==> src/rtl/instr_loader.sv <==
// Instruction memory front end: assembles a little-endian byte stream into
// 32-bit words, holds the core in reset while loading, then serves fetches.
module instr_loader #(
    parameter int DEPTH  = 32,
    parameter int ADDR_W = 5
) (
    input  logic              clk,
    input  logic              rst,
    input  logic              in_valid,
    input  logic [7:0]        in_byte,
    output logic              in_ready,
    input  logic [31:0]       fetch_addr,
    output logic [31:0]       fetch_instr,
    output logic              core_rst,
    output logic              load_done,
    output logic              overflow_err,
    output logic [ADDR_W:0]   word_count
);

    typedef enum logic [1:0] {
        S_LOAD = 2'd0,
        S_DONE = 2'd1,
        S_ERR  = 2'd2
    } state_e;

    state_e            state_q, state_d;
    logic [1:0]        byte_idx_q, byte_idx_d;
    logic [23:0]       asm_q, asm_d;
    logic [ADDR_W-1:0] wr_ptr_q, wr_ptr_d;
    logic [ADDR_W:0]   cnt_q, cnt_d;
    logic [31:0]       fetch_q, fetch_d;
    logic              core_rst_q, core_rst_d;
    logic              done_q, done_d;
    logic              err_q, err_d;
    logic [31:0]       mem_q [DEPTH];

    logic              accept;
    logic              word_done;
    logic [31:0]       wr_word;
    logic [ADDR_W-1:0] rd_idx;
    logic              rd_oob;
    logic              unused_addr_bits;

    assign in_ready  = (state_q == S_LOAD);
    assign accept    = in_valid && in_ready;
    assign word_done = accept && (byte_idx_q == 2'd3);
    assign wr_word   = {in_byte, asm_q};

    assign rd_idx = fetch_addr[ADDR_W+1:2];
    // Anything at or beyond DEPTH*4 reads as zero, i.e. halt.
    assign rd_oob = |fetch_addr[31:ADDR_W+2];
    assign unused_addr_bits = ^fetch_addr[1:0];

    always_comb begin
        byte_idx_d = byte_idx_q;
        asm_d      = asm_q;
        wr_ptr_d   = wr_ptr_q;
        cnt_d      = cnt_q;
        if (accept) begin
            byte_idx_d = byte_idx_q + 2'd1;
            unique case (byte_idx_q)
                2'd0:    asm_d[7:0]   = in_byte;
                2'd1:    asm_d[15:8]  = in_byte;
                2'd2:    asm_d[23:16] = in_byte;
                default: asm_d        = '0;
            endcase
        end
        if (word_done) begin
            wr_ptr_d = wr_ptr_q + 1'b1;
            if (cnt_q != (ADDR_W+1)'(DEPTH)) begin
                cnt_d = cnt_q + 1'b1;
            end
        end
    end

    always_comb begin
        fetch_d = rd_oob ? 32'h0 : mem_q[rd_idx];
    end

    // State register plus all datapath state.
    always_ff @(posedge clk) begin
        if (rst) begin
            state_q    <= S_LOAD;
            byte_idx_q <= '0;
            asm_q      <= '0;
            wr_ptr_q   <= '0;
            cnt_q      <= '0;
            fetch_q    <= '0;
            core_rst_q <= 1'b1;
            done_q     <= 1'b0;
            err_q      <= 1'b0;
            for (int i = 0; i < DEPTH; i++) begin
                mem_q[i] <= '0;
            end
        end else begin
            state_q    <= state_d;
            byte_idx_q <= byte_idx_d;
            asm_q      <= asm_d;
            wr_ptr_q   <= wr_ptr_d;
            cnt_q      <= cnt_d;
            fetch_q    <= fetch_d;
            core_rst_q <= core_rst_d;
            done_q     <= done_d;
            err_q      <= err_d;
            if (word_done) begin
                mem_q[wr_ptr_q] <= wr_word;
            end
        end
    end

    always_comb begin
        state_d = state_q;
        unique case (state_q)
            S_LOAD: begin
                if (word_done) begin
                    if (wr_word == 32'h0) begin
                        state_d = S_DONE;
                    end else if (wr_ptr_q == ADDR_W'(DEPTH-1)) begin
                        state_d = S_ERR;
                    end
                end
            end
            S_DONE:  state_d = S_DONE;
            S_ERR:   state_d = S_ERR;
            default: state_d = S_LOAD;
        endcase
    end

    // Outputs decode the next state so the registers match state_q.
    always_comb begin
        core_rst_d = 1'b1;
        done_d     = 1'b0;
        err_d      = 1'b0;
        unique case (state_d)
            S_DONE: begin
                core_rst_d = 1'b0;
                done_d     = 1'b1;
            end
            S_ERR: begin
                err_d = 1'b1;
            end
            default: begin
                core_rst_d = 1'b1;
            end
        endcase
    end

    assign fetch_instr  = fetch_q;
    assign core_rst     = core_rst_q;
    assign load_done    = done_q;
    assign overflow_err = err_q;
    assign word_count   = cnt_q;

endmodule

==> config.mk <==
export PLATFORM = sky130hd
export DESIGN_NAME = instr_loader
export DESIGN_NICKNAME = d
export VERILOG_FILES = /design/src/rtl/instr_loader.sv
export SDC_FILE = /design/constraint.sdc
export NUM_CORES = 1
export LEC_CHECK = 0
export ABC_AREA = 1
export CAP_MARGIN = 10
export CORE_MARGIN = 5
export CORE_UTILIZATION = 40
export CTS_BUF_LIST = sky130_fd_sc_hd__clkbuf_4
export CTS_CLUSTER_DIAMETER = 60
export DETAILED_ROUTE_END_ITERATION = 8
export HOLD_SLACK_MARGIN = 0.02
export SYNTH_ARGS = -nofsm -noshare
export SYNTH_HDL_FRONTEND = slang
export SYNTH_SLANG_ARGS = --single-unit
==> constraint.sdc <==
create_clock -name clk -period 7.77 [get_ports clk]
set_clock_uncertainty 0.15 [all_clocks]
set_input_delay 0.777 -clock clk [delete_from_list [all_inputs] [get_ports clk]]
set_output_delay 0.777 -clock clk [all_outputs]
set_load 0.1 [all_outputs]
==> summary.txt, run 1 <==
Drt
  • Residual DRC: 0
  • Vias/cell: between 5 and 6
  • Via count: around 38000
  • DRT Pass-1 Iters: 5
  • WL final: about 150000 um
  • Iter 0 DRT Violations: approximately 3700
  • WL/cell: slightly above 20 um
  • Antenna-violating nets left: 0

Synth
  • Dominant cell by count in the synthesized netlist: nor2_1
  • Main flop type after synthesis: edfxtp_1
  • Synth cell count leaders: 1416 x nor2_1, 1293 x nand2_1, 1024 x edfxtp_1
  • Ys Warns: 0
  • Flops & latches, synth: roughly 1100
  • Synth cell types: 25
  • Seq/Total Area, Yosys: 64.4%
  • Syn avg cell area: a little over 9 um2
  • Post-synth EDFFs: around 1000
  • Syn Nets: roughly 5500
  • Leading area contributor after synthesis: edfxtp_1
  • Syn Inst Count: approximately 5500
  • Mapped Area: between 50000 and 60000 um2
  • Area contributors post-synth: edfxtp_1 61%, nor2_1 11%, nand2_1 9.7%
  • Yosys top cell area share: between 60 and 70%
  • Async S/R FF share, synth: 0%

Worst setup path
  • CP startpoint: fetch_instr[21]
  • Crit path max fanout: 1
  • Reg-to-reg critical path startpoint: state_q[1]
  • CP max stage delay: 1220 ps
  • Worst EP required: between 6000 and 7000 ps
  • Critical path buffer and inverter count: 1
  • Startpoint Class: flop
  • Cell Chain, Critical Path: clkdlybuf4s50_1
  • Endpoint class of the critical path: primary output
  • Worst path arrival time: 2870 ps
  • CP max-delay cell: clkdlybuf4s50_1
  • Critical path's top delay family: buffers and inverters
  • WS Path Type: flop to primary output

Run status
  • Status: completed

Clocking
  • CTS tree: built
  • Insertion delay to the later sink of the worst-skew pair: 1170 ps
  • # resized after CTS: 0
  • Number of buffers created by CTS: 306
  • CTS root buffer: clkbuf_4
  • TritonCTS Sinks: roughly 1100
  • CTS Buffer Depth: 4
  • Post-CTS Hold Buffers: 0
  • Clk pin slew, worst setup/hold paths: roughly 60 ps
  • CTS H-tree lvls: 5
  • Post-CTS Setup Repair Bufs: 0

Placement
  • Number of I/O port buffers: ~80
  • Placed cell area: 52200 um2
  • Routability congestion estimate: ~0.84
  • HPWL after DPL: approximately 81000 um

Job
  • Max-cap viol count: 0

Power
  • Internal: about 10 mW
  • LEAKAGE: 22.4 nW
  • Pwr per Cell Area: approximately 230 nW/um2
  • Worst-case vdd ir drop: between 0.1 and 0.15 mV
  • Sequential power share: about half
  • Switching part of the total: between 20% and 30%
  • Combinational power share: slightly above 8%
  • Clk network pwr share: 40.4%
  • NetSw: 3.23 mW

Final layout
  • Post-Layout Inst Area: 56000 um2
  • Nets: 5605
  • Share of post-route cells with drive strength above 1: between 10% and 20%
  • Area grow syn2layout: 11.9%

Die
  • Rows: around 130
  • Die area: roughly 130000 um2
  • Core area: 124000 um2
  • Die Width: about 360 um
  • Io pins: between 80 and 90
  • Die height: 364 um
  • Starting Density: 40.4%

Global routing
  • First-pass GRT wire length: 224000 um
  • Gr usage total: roughly 22%
  • Initial antenna violation count: 4
  • Vias in the first global route: around 37000
  • Total grt overflow: 0
  • Largest net degree at the start of global routing: around 180

Timing
  • Final setup fails: 0
  • Final hold violations: 0
  • Crit share post-route: 48.9%
  • Final min period: ~3800 ps
  • Actual slew at the worst max-slew pin: ~1200 ps
  • TNS Setup: 0 ps
  • Final Slew Violations: 0
  • Max transition margin: around 20%
  • Maximum clock frequency: around 260 MHz
  • RSZ-0062 raised after global routing: false

Hold path
  • Worst Hold Class: input port to flop
  • Hold_sp: in_valid
[logic make-up (layout without fill, tap and decap cells)]
logic type,after synthesis,after routing,synth area share [%]
and+or+nand+nor,3261,3261,26.0
DFF,1098,1098,64.4
buffers and inverters,838,1119,6.53
AOI/OAI and AO/OA,260,260,2.81
adders and majority gates,11,11,0.275
xor gates and xnor gates,1,1,0.0175
other,0,8,0
[worst register-to-register path, cell delays in order (launching register included)]
cell,delay [ps]
dfxtp_1,320
nor2_1,160
nand2_2,160
nor2_4,210
nand2_2,150
nor2_4,240
nand2_1,80
buf_4,300
nand2_2,960
[placed cells by master (no fill, tap or decap), types with 5 or more instances in the layout]
cell type / n
edfxtp_1: 1024
inv_2: 10
diode_2: 8
dfxtp_1: 74
nor3_1: 7
a21oi_1: 38
clkbuf_4: 474
nand2_1: 1289
o21ai_0: 180
nor2_1: 1415
clkdlybuf4s50_1: 78
nand4_1: 13
nand2_2: 6
clkinv_1: 22
ha_1: 11
a211oi_1: 16
buf_12: 6
nor2_4: 5
buf_4: 112
nand3_1: 519
inv_1: 406
o211ai_1: 25
[power groups by stage]
| stage | clock, mW | sequential (mW) | combinational (mW) |
|---|---|---|---|
| after floorplan | 0 | 6.80 | 0.640 |
| after global placement | 0 | 6.80 | 1.03 |
| after detailed placement | 0 | 6.81 | 1.04 |
| after CTS | 5.34 | 6.68 | 1.04 |
| after global routing | 5.68 | 6.70 | 1.14 |
| final | 5.24 | 6.68 | 1.05 |
[stage by stage]
step | utilization [%] | cells | hold slack [ps] | total power, mW | setup WS, ps
2_1_floorplan | - | 5469 | 321 | 7.44 | 3750
4_1_cts | 45.2 | 7387 | 83.4 | 13.1 | 3910
3_3_place_gp | 42.1 | 6880 | 319 | 7.83 | 3460
6_report | 45.2 | 7395 | 198 | 13.0 | 3970
3_5_place_dp | 42.1 | 6880 | 322 | 7.85 | 3490
5_1_grt | 45.2 | 7394 | 155 | 13.5 | 3840
[metal layers]
metal / global-route usage [%] / part of all wire (%)
met1: 30.4 / 42
met2: 35.0 / 45
met3: 5.01 / 9.1
met4: 8.71 / 3.3
met5: 0 / 0
[worst paths after layout]
path	end	slack, ps	cells after the start
worst max register to register	mem_q[13][17]	4580	8
worst min register to register	asm_q[18]	340	2
worst min-delay path	byte_idx_q[0]	200	3
worst max-delay path	fetch_instr[21]	3970	1
[final cells by class]
class	count	area [um2]
antenna	8	20.0
multi-input combinational	3533	14600
timing repair buffer	199	1780
tap	1637	2050
sequential	1098	32200
clock inverter	33	234
clock buffer	474	3560
inverter	413	1570
fill	11962	68000
[state kept, by name (all words and copies together) (netlist names), 2 cells and up]
register     count
mem_q         1024
fetch_instr     32
asm_q           24
word_count       6
wr_ptr_q         5
byte_idx_q       2
state_q          2
Power figures use the tool's default switching activity.
==> run 2: changes to the inputs <==
- clock period: 7.77 -> 3.43 ns (I/O delays scaled with it)
==> run 2 against run 1 <==
  * First-iteration DRC count grew 8.2%
  * Global-route usage rose by 0.32 points
  * Highest routed layer unchanged
  * Critical path type is now input port to flop
  * Critical endpoint is now fetch_instr[8]
  * Count of clock-buffer cells in the layout grew 5
==> summary.txt, run 2 (synthesized netlist as in run 1, its figures left out) <==
Run status
  • Status: completed

Final layout
  • Fill cell count: 11842
  • Commonest non-fill, non-tap cell in the layout: nor2_1
  • Max reg flops: about 1000
  • Nets: 5706
  • Post-Layout Inst Area: between 50000 and 60000 um2
  • Layout Utilization: a little under half
  • Share of post-route cells with drive strength above 1: between 10% and 20%
  • Area grow syn2layout: 14.9%
  • Commonest cells after routing, fill and taps aside: 1414 x nor2_1, 1287 x nand2_1, 1024 x edfxtp_1
  • Most flops, register: mem_q

Clocking
  • CTS H-tree lvls: 5
  • CTS tree: built
  • Clk pin slew, worst setup/hold paths: approximately 60 ps
  • Number of buffers created by CTS: roughly 310
  • Insertion delay to the later sink of the worst-skew pair: 1180 ps
  • CTS root buffer: clkbuf_4
  • CTS Buffer Depth: 4
  • TritonCTS Sinks: 1098

Timing
  • Final hold violations: 0
  • TNS Setup: 0 ps
  • Maximum clock frequency: 301 MHz
  • Actual slew at the worst max-slew pin: approximately 1200 ps
  • Final hold slack: around 120 ps
  • Max transition margin: between 10% and 20%
  • Final min period: 3330 ps
  • Final Slew Violations: 0
  • Setup WS post-layout: a little over 100 ps
  • Crit share post-route: a little over nine tenths
  • Final setup fails: 0

Drt
  • WL/cell: approximately 20 um
  • Iter 0 DRT Violations: a little under 4000
  • Antenna-violating nets left: 0
  • Residual DRC: 0
  • Via count: between 30000 and 40000
  • WL final: between 150000 and 200000 um
  • Vias/cell: roughly 5.2
  • DRT Pass-1 Iters: 6

Worst setup path
  • Worst path arrival time: 4270 ps
  • Endpoint class of the critical path: flop
  • Worst EP required: 4380 ps
  • Crit path max fanout: around 80
  • WS Path Type: input port to flop
  • Startpoint Class: input port

Placement
  • HPWL after DPL: ~86000 um
  • Pre-CTS setup slack: around 640 ps
  • Placed cell area: ~53000 um2
  • Routability congestion estimate: between 0.8 and 0.9
  • Number of I/O port buffers: just over 80

Global routing
  • Vias in the first global route: approximately 38000
  • Initial antenna violation count: 2
  • Total grt overflow: 0
  • First-pass GRT wire length: ~230000 um
  • Largest net degree at the start of global routing: about 130
  • Gr usage total: a little under a quarter

Die
  • Die area: 132000 um2
  • Starting Density: 40.4%
  • Core area: roughly 120000 um2
  • Io pins: 85
  • Die height: approximately 360 um
  • Rows: 129
  • Die Width: between 300 and 400 um

Power
  • Worst-case vdd ir drop: roughly 0.33 mV
  • Pwr per Cell Area: 517 nW/um2
  • LEAKAGE: 23.1 nW

Hold path
  • Worst Hold Class: input port to flop

Job
  • Max-cap viol count: 0
[run 2: cell type report]
class / instances / area [um2] / share of cell area (%)
Clock buffer: 479 / 3600 / 6.26
Sequential cell: 1098 / 32200 / 56.1
Timing Repair Buffer: 293 / 3100 / 5.40
Antenna cell: 8 / 20.0 / 0.0348
Tap cell: 1637 / 2050 / 3.56
Clock inverter: 56 / 320 / 0.557
Inverter: 413 / 1580 / 2.74
Multi-Input combinational cell: 3533 / 14600 / 25.4
[run 2: worst max-delay path, cell delays in order]
cell	delay (ps)
dlygate4sd3_1	550
clkbuf_8	210
inv_16	310
buf_4	240
buf_4	290
nor2_1	80
o21ai_0	70
nand3_1	100
nand3_1	90
nand2_1	50
dlygate4sd3_1	570
nor2_1	90
dlygate4sd3_1	590
nor2_1	60
dlygate4sd3_1	540
[run 2: stage by stage]
step                std cells  total power, mW
floorplan                5469             16.9
global placement         6932             17.9
detailed placement       6932             17.9
CTS                      7507             29.9
global route             7515             31.0
finish                   7517             29.7
[run 2: power by group]
part | leakage [nW] | internal, mW | switching [mW]
Combinational | 9.59 | 0.658 | 1.88
Sequential | 11.2 | 15.0 | 0.117
Clock | 2.36 | 6.61 | 5.42
Total | 23.1 | 22.3 | 7.42
[run 2: worst paths after layout]
| check | from | slack, ps | end | cells past startpoint |
|---|---|---|---|---|
| setup reg to reg | mem_q[31][8] | 450 | fetch_instr[8] | 11 |
| setup / recovery | fetch_addr[3] | 100 | fetch_instr[8] | 15 |
| hold / removal | fetch_addr[2] | 120 | fetch_instr[10] | 9 |
| hold reg to reg | asm_q[11] | 350 | asm_q[11] | 2 |
[run 2: what timing repair did]
item	CTS	global route
resized for setup	0	8
buffers inserted	0	3
endpoints found under the hold margin	67	0
hold buffers	40	0
endpoints found under the setup margin	0	3
[run 2: layer usage]
metal  global-route usage [%]  up-vias  wire length (um)
li1                         -    18221                 -
met1                     31.6    18765             64200
met2                     35.7     1790             68900
met3                     4.00      305             13500
met4                     8.37        0              4630
met5                        0        -                 0
